File: src/rtl/cpu_step_ctrl_if.sv
`default_nettype none
// ============================================================================
// Module      : cpu_step_ctrl_if
// Description : Bundles the board-side inputs (button, mode switch), the
//               breakpoint/PC inputs and the CPU-facing enable and status
//               outputs of the execution-control stage.
// Revision    : 1.0 - initial release
// ============================================================================
interface cpu_step_ctrl_if;
    logic        btn;
    logic        run_sw;
    logic        bp_en;
    logic [31:0] bp_addr;
    logic [31:0] pc;
    logic        cpu_ce;
    logic [15:0] step_count;
    logic        running;
    logic        halted;
    logic        btn_db;

    // Controller side: consumes the board/CPU inputs, produces the enable and status.
    modport slave (
        input  btn, run_sw, bp_en, bp_addr, pc,
        output cpu_ce, step_count, running, halted, btn_db
    );

    // Environment side: drives the board/CPU inputs, observes the enable and status.
    modport master (
        output btn, run_sw, bp_en, bp_addr, pc,
        input  cpu_ce, step_count, running, halted, btn_db
    );
endinterface
`default_nettype wire

File: src/rtl/cpu_step_ctrl.sv
`default_nettype none
// ============================================================================
// Module      : cpu_step_ctrl
// Description : Execution control for the single-cycle core. Conditions the
//               push-button and run/step switch, then issues one-cycle clock
//               enables: one per press in STEP, one per RUN_DIV cycles in RUN,
//               halting in BREAK when the PC matches the breakpoint address.
// Revision    : 1.0 - initial release
// ============================================================================
module cpu_step_ctrl #(
    parameter int DEBOUNCE_CYCLES = 1_000_000,
    parameter int RUN_DIV         = 10_000_000
) (
    input  wire logic       clk100MHZ,
    input  wire logic       rst_n,
    cpu_step_ctrl_if.slave  ctrl
);

    localparam int DB_W  = (DEBOUNCE_CYCLES > 1) ? $clog2(DEBOUNCE_CYCLES) : 1;
    localparam int RUN_W = (RUN_DIV > 1) ? $clog2(RUN_DIV) : 1;
    localparam logic [DB_W-1:0]  DB_LAST  = DB_W'(DEBOUNCE_CYCLES - 1);
    localparam logic [RUN_W-1:0] RUN_LAST = RUN_W'(RUN_DIV - 1);

    typedef enum logic [1:0] {
        ST_STEP  = 2'd0,
        ST_RUN   = 2'd1,
        ST_BREAK = 2'd2
    } state_t;

    state_t           state_q, state_d;
    logic             btn_meta_q, btn_sync_q;
    logic             run_meta_q, run_sync_q;
    logic [DB_W-1:0]  db_cnt_q;
    logic             btn_db_q, btn_db_prev_q;
    logic [RUN_W-1:0] run_cnt_q;
    logic             tick_q;
    logic             cpu_ce_q, cpu_ce_d;
    logic             running_q, halted_q;
    logic [15:0]      step_count_q;
    logic             press;
    logic             pulse;

    // Two-flop synchronizers for the asynchronous button and mode switch.
    always_ff @(posedge clk100MHZ or negedge rst_n) begin
        if (!rst_n) begin
            btn_meta_q <= 1'b0;
            btn_sync_q <= 1'b0;
            run_meta_q <= 1'b0;
            run_sync_q <= 1'b0;
        end else begin
            btn_meta_q <= ctrl.btn;
            btn_sync_q <= btn_meta_q;
            run_meta_q <= ctrl.run_sw;
            run_sync_q <= run_meta_q;
        end
    end

    // Debounce: the level only flips after DEBOUNCE_CYCLES of continuous disagreement.
    always_ff @(posedge clk100MHZ or negedge rst_n) begin
        if (!rst_n) begin
            db_cnt_q      <= '0;
            btn_db_q      <= 1'b0;
            btn_db_prev_q <= 1'b0;
        end else begin
            btn_db_prev_q <= btn_db_q;
            if (btn_sync_q == btn_db_q) begin
                db_cnt_q <= '0;
            end else if (db_cnt_q == DB_LAST) begin
                btn_db_q <= ~btn_db_q;
                db_cnt_q <= '0;
            end else begin
                db_cnt_q <= db_cnt_q + 1'b1;
            end
        end
    end

    assign press = btn_db_q & ~btn_db_prev_q;

    // Rate divider: held at zero outside RUN so every entry to RUN starts a full period.
    always_ff @(posedge clk100MHZ or negedge rst_n) begin
        if (!rst_n) begin
            run_cnt_q <= '0;
            tick_q    <= 1'b0;
        end else if (state_q != ST_RUN) begin
            run_cnt_q <= '0;
            tick_q    <= 1'b0;
        end else begin
            tick_q    <= (run_cnt_q == RUN_LAST);
            run_cnt_q <= (run_cnt_q == RUN_LAST) ? '0 : run_cnt_q + 1'b1;
        end
    end

    // Next-state and enable decode; a mode change always beats a press or tick.
    always_comb begin
        state_d = state_q;
        pulse   = 1'b0;
        case (state_q)
            ST_STEP: begin
                if (run_sync_q) begin
                    state_d = ST_RUN;
                end else if (press) begin
                    pulse = 1'b1;
                end
            end
            ST_RUN: begin
                if (!run_sync_q) begin
                    state_d = ST_STEP;
                end else if (tick_q) begin
                    if (ctrl.bp_en && (ctrl.pc == ctrl.bp_addr)) begin
                        state_d = ST_BREAK;
                    end else begin
                        pulse = 1'b1;
                    end
                end
            end
            ST_BREAK: begin
                if (!run_sync_q) begin
                    state_d = ST_STEP;
                end else if (press) begin
                    pulse   = 1'b1;
                    state_d = ST_RUN;
                end
            end
            default: state_d = ST_STEP;
        endcase
        // Guarantees a gap between enables even with a degenerate RUN_DIV.
        cpu_ce_d = pulse & ~cpu_ce_q;
    end

    // State register with registered enable and status flags.
    always_ff @(posedge clk100MHZ or negedge rst_n) begin
        if (!rst_n) begin
            state_q   <= ST_STEP;
            cpu_ce_q  <= 1'b0;
            running_q <= 1'b0;
            halted_q  <= 1'b0;
        end else begin
            state_q   <= state_d;
            cpu_ce_q  <= cpu_ce_d;
            running_q <= (state_d == ST_RUN);
            halted_q  <= (state_d == ST_BREAK);
        end
    end

    // Retired-step counter, advanced on the same edge that raises cpu_ce.
    always_ff @(posedge clk100MHZ or negedge rst_n) begin
        if (!rst_n) begin
            step_count_q <= 16'd0;
        end else if (cpu_ce_d) begin
            step_count_q <= step_count_q + 16'd1;
        end
    end

    assign ctrl.cpu_ce     = cpu_ce_q;
    assign ctrl.step_count = step_count_q;
    assign ctrl.running    = running_q;
    assign ctrl.halted     = halted_q;
    assign ctrl.btn_db     = btn_db_q;

endmodule
`default_nettype wire

File: src/flat_wrapper.sv
// flat-port wrapper written by rule: the top's interface ports become plain ports
module cpu_step_ctrl_flat 
#(
    parameter int DEBOUNCE_CYCLES = 1_000_000,
    parameter int RUN_DIV         = 10_000_000
)
  (clk100MHZ, rst_n, ctrl_btn, ctrl_run_sw, ctrl_bp_en, ctrl_bp_addr, ctrl_pc, ctrl_cpu_ce, ctrl_step_count, ctrl_running, ctrl_halted, ctrl_btn_db);
  cpu_step_ctrl_if ctrl_i ();
  input  wire logic clk100MHZ;
  input  wire logic rst_n;
  input wire logic [$bits(ctrl_i.btn)-1:0] ctrl_btn;
  input wire logic [$bits(ctrl_i.run_sw)-1:0] ctrl_run_sw;
  input wire logic [$bits(ctrl_i.bp_en)-1:0] ctrl_bp_en;
  input wire logic [$bits(ctrl_i.bp_addr)-1:0] ctrl_bp_addr;
  input wire logic [$bits(ctrl_i.pc)-1:0] ctrl_pc;
  output wire logic [$bits(ctrl_i.cpu_ce)-1:0] ctrl_cpu_ce;
  output wire logic [$bits(ctrl_i.step_count)-1:0] ctrl_step_count;
  output wire logic [$bits(ctrl_i.running)-1:0] ctrl_running;
  output wire logic [$bits(ctrl_i.halted)-1:0] ctrl_halted;
  output wire logic [$bits(ctrl_i.btn_db)-1:0] ctrl_btn_db;
  assign ctrl_i.btn = ctrl_btn;
  assign ctrl_i.run_sw = ctrl_run_sw;
  assign ctrl_i.bp_en = ctrl_bp_en;
  assign ctrl_i.bp_addr = ctrl_bp_addr;
  assign ctrl_i.pc = ctrl_pc;
  assign ctrl_cpu_ce = ctrl_i.cpu_ce;
  assign ctrl_step_count = ctrl_i.step_count;
  assign ctrl_running = ctrl_i.running;
  assign ctrl_halted = ctrl_i.halted;
  assign ctrl_btn_db = ctrl_i.btn_db;
  cpu_step_ctrl #(.DEBOUNCE_CYCLES(DEBOUNCE_CYCLES), .RUN_DIV(RUN_DIV)) u_core (.clk100MHZ(clk100MHZ), .rst_n(rst_n), .ctrl(ctrl_i));
endmodule
File: config.mk
export PLATFORM = sky130hd
export DESIGN_NAME = cpu_step_ctrl_flat
export DESIGN_NICKNAME = d
export VERILOG_FILES = /design/src/rtl/cpu_step_ctrl_if.sv /design/src/rtl/cpu_step_ctrl.sv /design/src/flat_wrapper.sv
export SDC_FILE = /design/constraint.sdc
export NUM_CORES = 1
export LEC_CHECK = 0
export ABC_AREA = 1
export CORE_ASPECT_RATIO = 1.5
export CORE_MARGIN = 2
export CORE_UTILIZATION = 27
export DETAILED_ROUTE_END_ITERATION = 10
export SETUP_SLACK_MARGIN = 0.5
export SYNTH_ARGS = -nofsm -noshare
export SYNTH_HDL_FRONTEND = slang
export SYNTH_SLANG_ARGS = --single-unit
File: constraint.sdc
create_clock -name clk100MHZ -period 2.4 [get_ports clk100MHZ]
set_clock_uncertainty 0.1 [all_clocks]
set_input_delay 0.48 -clock clk100MHZ [delete_from_list [all_inputs] [get_ports clk100MHZ]]
set_output_delay 0.48 -clock clk100MHZ [all_outputs]
set_load 0.01 [all_outputs]
==> report_table.html <==
<table>
<tr><th>Metric</th><th>Value</th></tr>
<tr><th colspan="2">Job</th></tr>
<tr><td>Number of maximum-capacitance violations</td><td>0</td></tr>
<tr><th colspan="2">Synth</th></tr>
<tr><td>Post-synthesis instance area</td><td>approximately 4400 um2</td></tr>
<tr><td>Syn Area/Cell</td><td>7.68 um2</td></tr>
<tr><td>Synth warn</td><td>0</td></tr>
<tr><td>Synth Area in XOR/XNOR</td><td>between 7 and 8%</td></tr>
<tr><td>Synth Area in Adders</td><td>1.97%</td></tr>
<tr><td>Post-synthesis share of cell area spent on and, or, nand and nor gates</td><td>35.9%</td></tr>
<tr><td>Mux contribution to synthesized area</td><td>0.253%</td></tr>
<tr><td>Largest family of logic cells by synthesized area</td><td>simple AND/OR/NAND/NOR gates</td></tr>
<tr><td>Compound-cell area share of the yosys netlist</td><td>roughly 5.2%</td></tr>
<tr><td>Sequential-to-total area share from yosys stat</td><td>between 40% and 50%</td></tr>
<tr><td>Synth Net Count</td><td>655</td></tr>
<tr><td>Number of instances in the synthesized netlist</td><td>579</td></tr>
<tr><td>Flops &amp; latches, synth</td><td>72</td></tr>
<tr><td>Netlist cell types</td><td>41</td></tr>
<tr><th colspan="2">STA</th></tr>
<tr><td>Fmax achieved</td><td>527 MHz</td></tr>
<tr><td>Setup repair after global routing missed its margin</td><td>true</td></tr>
<tr><td>Number of failing hold endpoints at the final stage</td><td>17</td></tr>
<tr><td>Final critical-path share of the clock period</td><td>79.0%</td></tr>
<tr><td>Max_slew headroom</td><td>69.9%</td></tr>
<tr><td>Transition time at the pin with the least slew margin</td><td>0.452 ns</td></tr>
<tr><td>Total count of max-transition violations in the final report</td><td>0</td></tr>
<tr><td>Setup-failing EPs final</td><td>0</td></tr>
<tr><td>Fin crit period</td><td>around 1.9 ns</td></tr>
<tr><td>Smallest hold slack</td><td>-0.00533 ns</td></tr>
<tr><th colspan="2">Detailed routing</th></tr>
<tr><td>Post-detailed-route count of antenna-violating nets</td><td>0</td></tr>
<tr><td>Drt first-iter violations</td><td>170</td></tr>
<tr><td>Total wire length after detailed routing</td><td>11400 um</td></tr>
<tr><td>WL/cell</td><td>12.3 um</td></tr>
<tr><td>Count of TritonRoute iterations in the first routing pass</td><td>5</td></tr>
<tr><td>Via density per instance</td><td>4.50</td></tr>
<tr><td>Number of design rule violations left after detail routing</td><td>0</td></tr>
<tr><td>Routed vias</td><td>4184</td></tr>
<tr><th colspan="2">Final layout</th></tr>
<tr><td>Area Growth Syn to Fin</td><td>46.3%</td></tr>
<tr><td>Count of antenna diodes in the layout</td><td>0</td></tr>
<tr><td>Final nets</td><td>795</td></tr>
<tr><td>Ratio of cells with drive above 1 in the final layout</td><td>22.0%</td></tr>
<tr><td>Most common cell after layout, fill and taps aside</td><td>nand2_1</td></tr>
<tr><td>Filler-free cell count of the finished design</td><td>930</td></tr>
<tr><td>Most frequent cells in the layout</td><td>nand2_1, inv_1, dfrtp_1</td></tr>
<tr><td>Design Area, Final</td><td>6500 um2</td></tr>
<tr><th colspan="2">Die</th></tr>
<tr><td>Initial core utilization</td><td>between 20% and 30%</td></tr>
<tr><td>Die Span Y</td><td>~160 um</td></tr>
<tr><td>Width of the chip</td><td>109 um</td></tr>
<tr><td>Top-level I/O count</td><td>89</td></tr>
<tr><td>CORE AREA</td><td>16200 um2</td></tr>
<tr><td>Row count</td><td>57</td></tr>
<tr><td>Area of the die</td><td>17500 um2</td></tr>
<tr><th colspan="2">Clock tree</th></tr>
<tr><td>Clock tree from TritonCTS</td><td>yes</td></tr>
<tr><td>Number of buffers inserted during clock tree synthesis</td><td>9</td></tr>
<tr><td>Deepest clock path buffer count</td><td>2</td></tr>
<tr><td>Clock transition at the register clock pins on the worst setup and hold paths after CTS</td><td>0.06 ns</td></tr>
<tr><td>TritonCTS Sinks</td><td>72</td></tr>
<tr><td>Clock tree root driver cell</td><td>clkbuf_16</td></tr>
<tr><td>Htree depth</td><td>3</td></tr>
<tr><td>Hold_buf cts</td><td>0</td></tr>
<tr><td>Worst-Skew Late Latency</td><td>0.34 ns</td></tr>
<tr><th colspan="2">Outcome</th></tr>
<tr><td>Status</td><td>finished, violations left</td></tr>
<tr><td>Failing checks</td><td>negative hold slack</td></tr>
<tr><th colspan="2">Placed design</th></tr>
<tr><td>Final HPWL from detailed placement</td><td>7910 um</td></tr>
<tr><td>Placed instance count</td><td>874</td></tr>
<tr><td>Quantity of I/O buffers inserted on ports</td><td>88</td></tr>
<tr><td>Placement-stage cell area</td><td>between 5000 and 6000 um2</td></tr>
<tr><td>GP Congestion</td><td>0.810</td></tr>
<tr><th colspan="2">Pwr</th></tr>
<tr><td>Total power density per cell area</td><td>521 nW/um2</td></tr>
<tr><td>Worst IR drop on VDD</td><td>0.298 mV</td></tr>
<tr><td>Leak pwr</td><td>3.33 nW</td></tr>
<tr><th colspan="2">Global route</th></tr>
<tr><td>Overall routing resource usage</td><td>13.0%</td></tr>
<tr><td>Initial antenna violation count</td><td>0</td></tr>
<tr><td>Via count of the first global-routing pass</td><td>~4000</td></tr>
<tr><td>Congestion Overflow GR</td><td>0</td></tr>
<tr><td>Pin count of the biggest net entering global routing</td><td>35</td></tr>
<tr><td>First-pass GRT wire length</td><td>18400 um</td></tr>
<tr><th colspan="2">Critical path</th></tr>
<tr><td>Worst setup path category</td><td>reg -&gt; reg</td></tr>
<tr><td>Highest fanout seen on the critical path</td><td>4</td></tr>
<tr><td>Critical path required time</td><td>2.57 ns</td></tr>
<tr><td>Data arrival time of the critical path</td><td>2.06 ns</td></tr>
<tr><td>Worst setup SP type</td><td>flop</td></tr>
<tr><td>Kind of end point of the critical path</td><td>flop</td></tr>
<tr><th colspan="2">Hold path</th></tr>
<tr><td>HP Class</td><td>in -&gt; async</td></tr>
</table>
==> logic make-up (layout without fill, tap and decap cells) <==
family,after synthesis,count (layout)
multiplexers,1,1
AO/OA/AOI/OAI,38,38
AND/OR/NAND/NOR,323,324
buffers and inverters,102,246
adder cells (fa/ha/maj),7,7
flip-flops,72,72
XOR/XNOR,36,36
==> timing repair <==
action / in CTS / in global routing
pin swaps: 55 / 59
gates resized for setup: 117 / 55
buffers inserted: 27 / 11
cloned: 1 / 1
setup endpoints to repair: 51 / 52
hold endpoints to repair: 0 / 0
==> registers in the layout, indices dropped and copies added, names as in the netlist, 2 cells and up <==
| signal | count |
|---|---|
| u_core.state_q | 2 |
| u_core.run_cnt_q | 24 |
| u_core.ctrl.step_count | 16 |
| u_core.db_cnt_q | 20 |
==> report_power, final <==
| group | leakage (nW) | internal [mW] | switching, mW |
|---|---|---|---|
| Combinational | 2.19 | 0.233 | 0.281 |
| Sequential | 0.970 | 1.26 | 0.0315 |
| Clock | 0.172 | 1.07 | 0.514 |
==> metal layers <==
layer | vias to the layer above | global-route usage, % | routed length (um)
li1 | 2133 | - | -
met5 | - | 0 | 0
met4 | 0 | 5.13 | 208
met3 | 16 | 2.54 | 609
met1 | 1938 | 13.6 | 4430
met2 | 97 | 24.8 | 6160
==> final cells by class <==
type / instances / area (um2)
flip-flops and latches: 72 / 1820
multi-input cells: 406 / 2500
clock buffers: 11 / 253
clock inverters: 5 / 103
well taps: 206 / 258
fillers: 1628 / 9690
inverters: 94 / 353
repair buffers: 136 / 1220
==> path summary, 6_finish.rpt <==
kind / start / end / slack, ns / cells past startpoint
max: u_core.run_cnt_q[3] / u_core.run_cnt_q[23] / 0.50 / 11
min: rst_n / u_core.run_cnt_q[11] / -0.005 / 1
max reg2reg: u_core.run_cnt_q[3] / u_core.run_cnt_q[23] / 0.50 / 11
min reg2reg: u_core.btn_meta_q / u_core.btn_sync_q / 0.25 / 0
max in group asynchronous: rst_n / u_core.ctrl.step_count[11] / 1.65 / 2
min in group clk100MHZ: u_core.btn_meta_q / u_core.btn_sync_q / 0.25 / 0
==> metrics by stage <==
| stage | power, mW | TNS (ns) | utilization, % | setup slack [ns] |
|---|---|---|---|---|
| 6_report | 3.39 | 0 | 40.2 | 0.503 |
| 5_1_grt | 3.55 | 0 | 40.2 | 0.351 |
| 4_1_cts | 3.41 | 0 | 38.7 | 0.473 |
| 3_5_place_dp | 1.80 | -2.63 | 34.7 | -0.179 |
| 3_3_place_gp | 1.80 | -2.18 | 34.7 | -0.138 |
| 2_1_floorplan | 1.56 | 0 | - | 0.552 |
==> worst max-delay path, cell delays in order, from the launching register on <==
cell	delay [ns]
dfrtp_1	0.35
inv_1	0.11
nor3_2	0.18
nand2_2	0.10
nor2_4	0.13
nand2_2	0.09
nor4_4	0.32
buf_4	0.17
nand4_1	0.07
nand2_1	0.07
nand2_1	0.05
nor2_1	0.09
==> synthesized netlist by cell type (all sizes together) <==
master / count / area share (%)
o21bai: 1 / 0.17
o41ai: 1 / 0.62
ha: 7 / 2.0
a21boi: 1 / 0.17
nor2: 74 / 7.3
o21ai: 17 / 1.9
xnor2: 12 / 2.4
or2: 3 / 0.42
dfrtp: 72 / 41
nor4b: 1 / 0.20
o21a: 1 / 0.17
buf: 8 / 1.1
nand3b: 2 / 0.34
nor3: 27 / 4.1
nor4: 8 / 2.1
nand3: 26 / 3.5
nor3b: 4 / 0.79
nand2: 145 / 13
inv: 94 / 7.9
a31oi: 3 / 0.42
a21oi: 13 / 1.6
mux2: 1 / 0.25
and3: 4 / 0.56
o22ai: 1 / 0.14
nand4: 29 / 4.1
xor2: 24 / 4.7
Note: power is estimated with default switching activity, not from simulation.
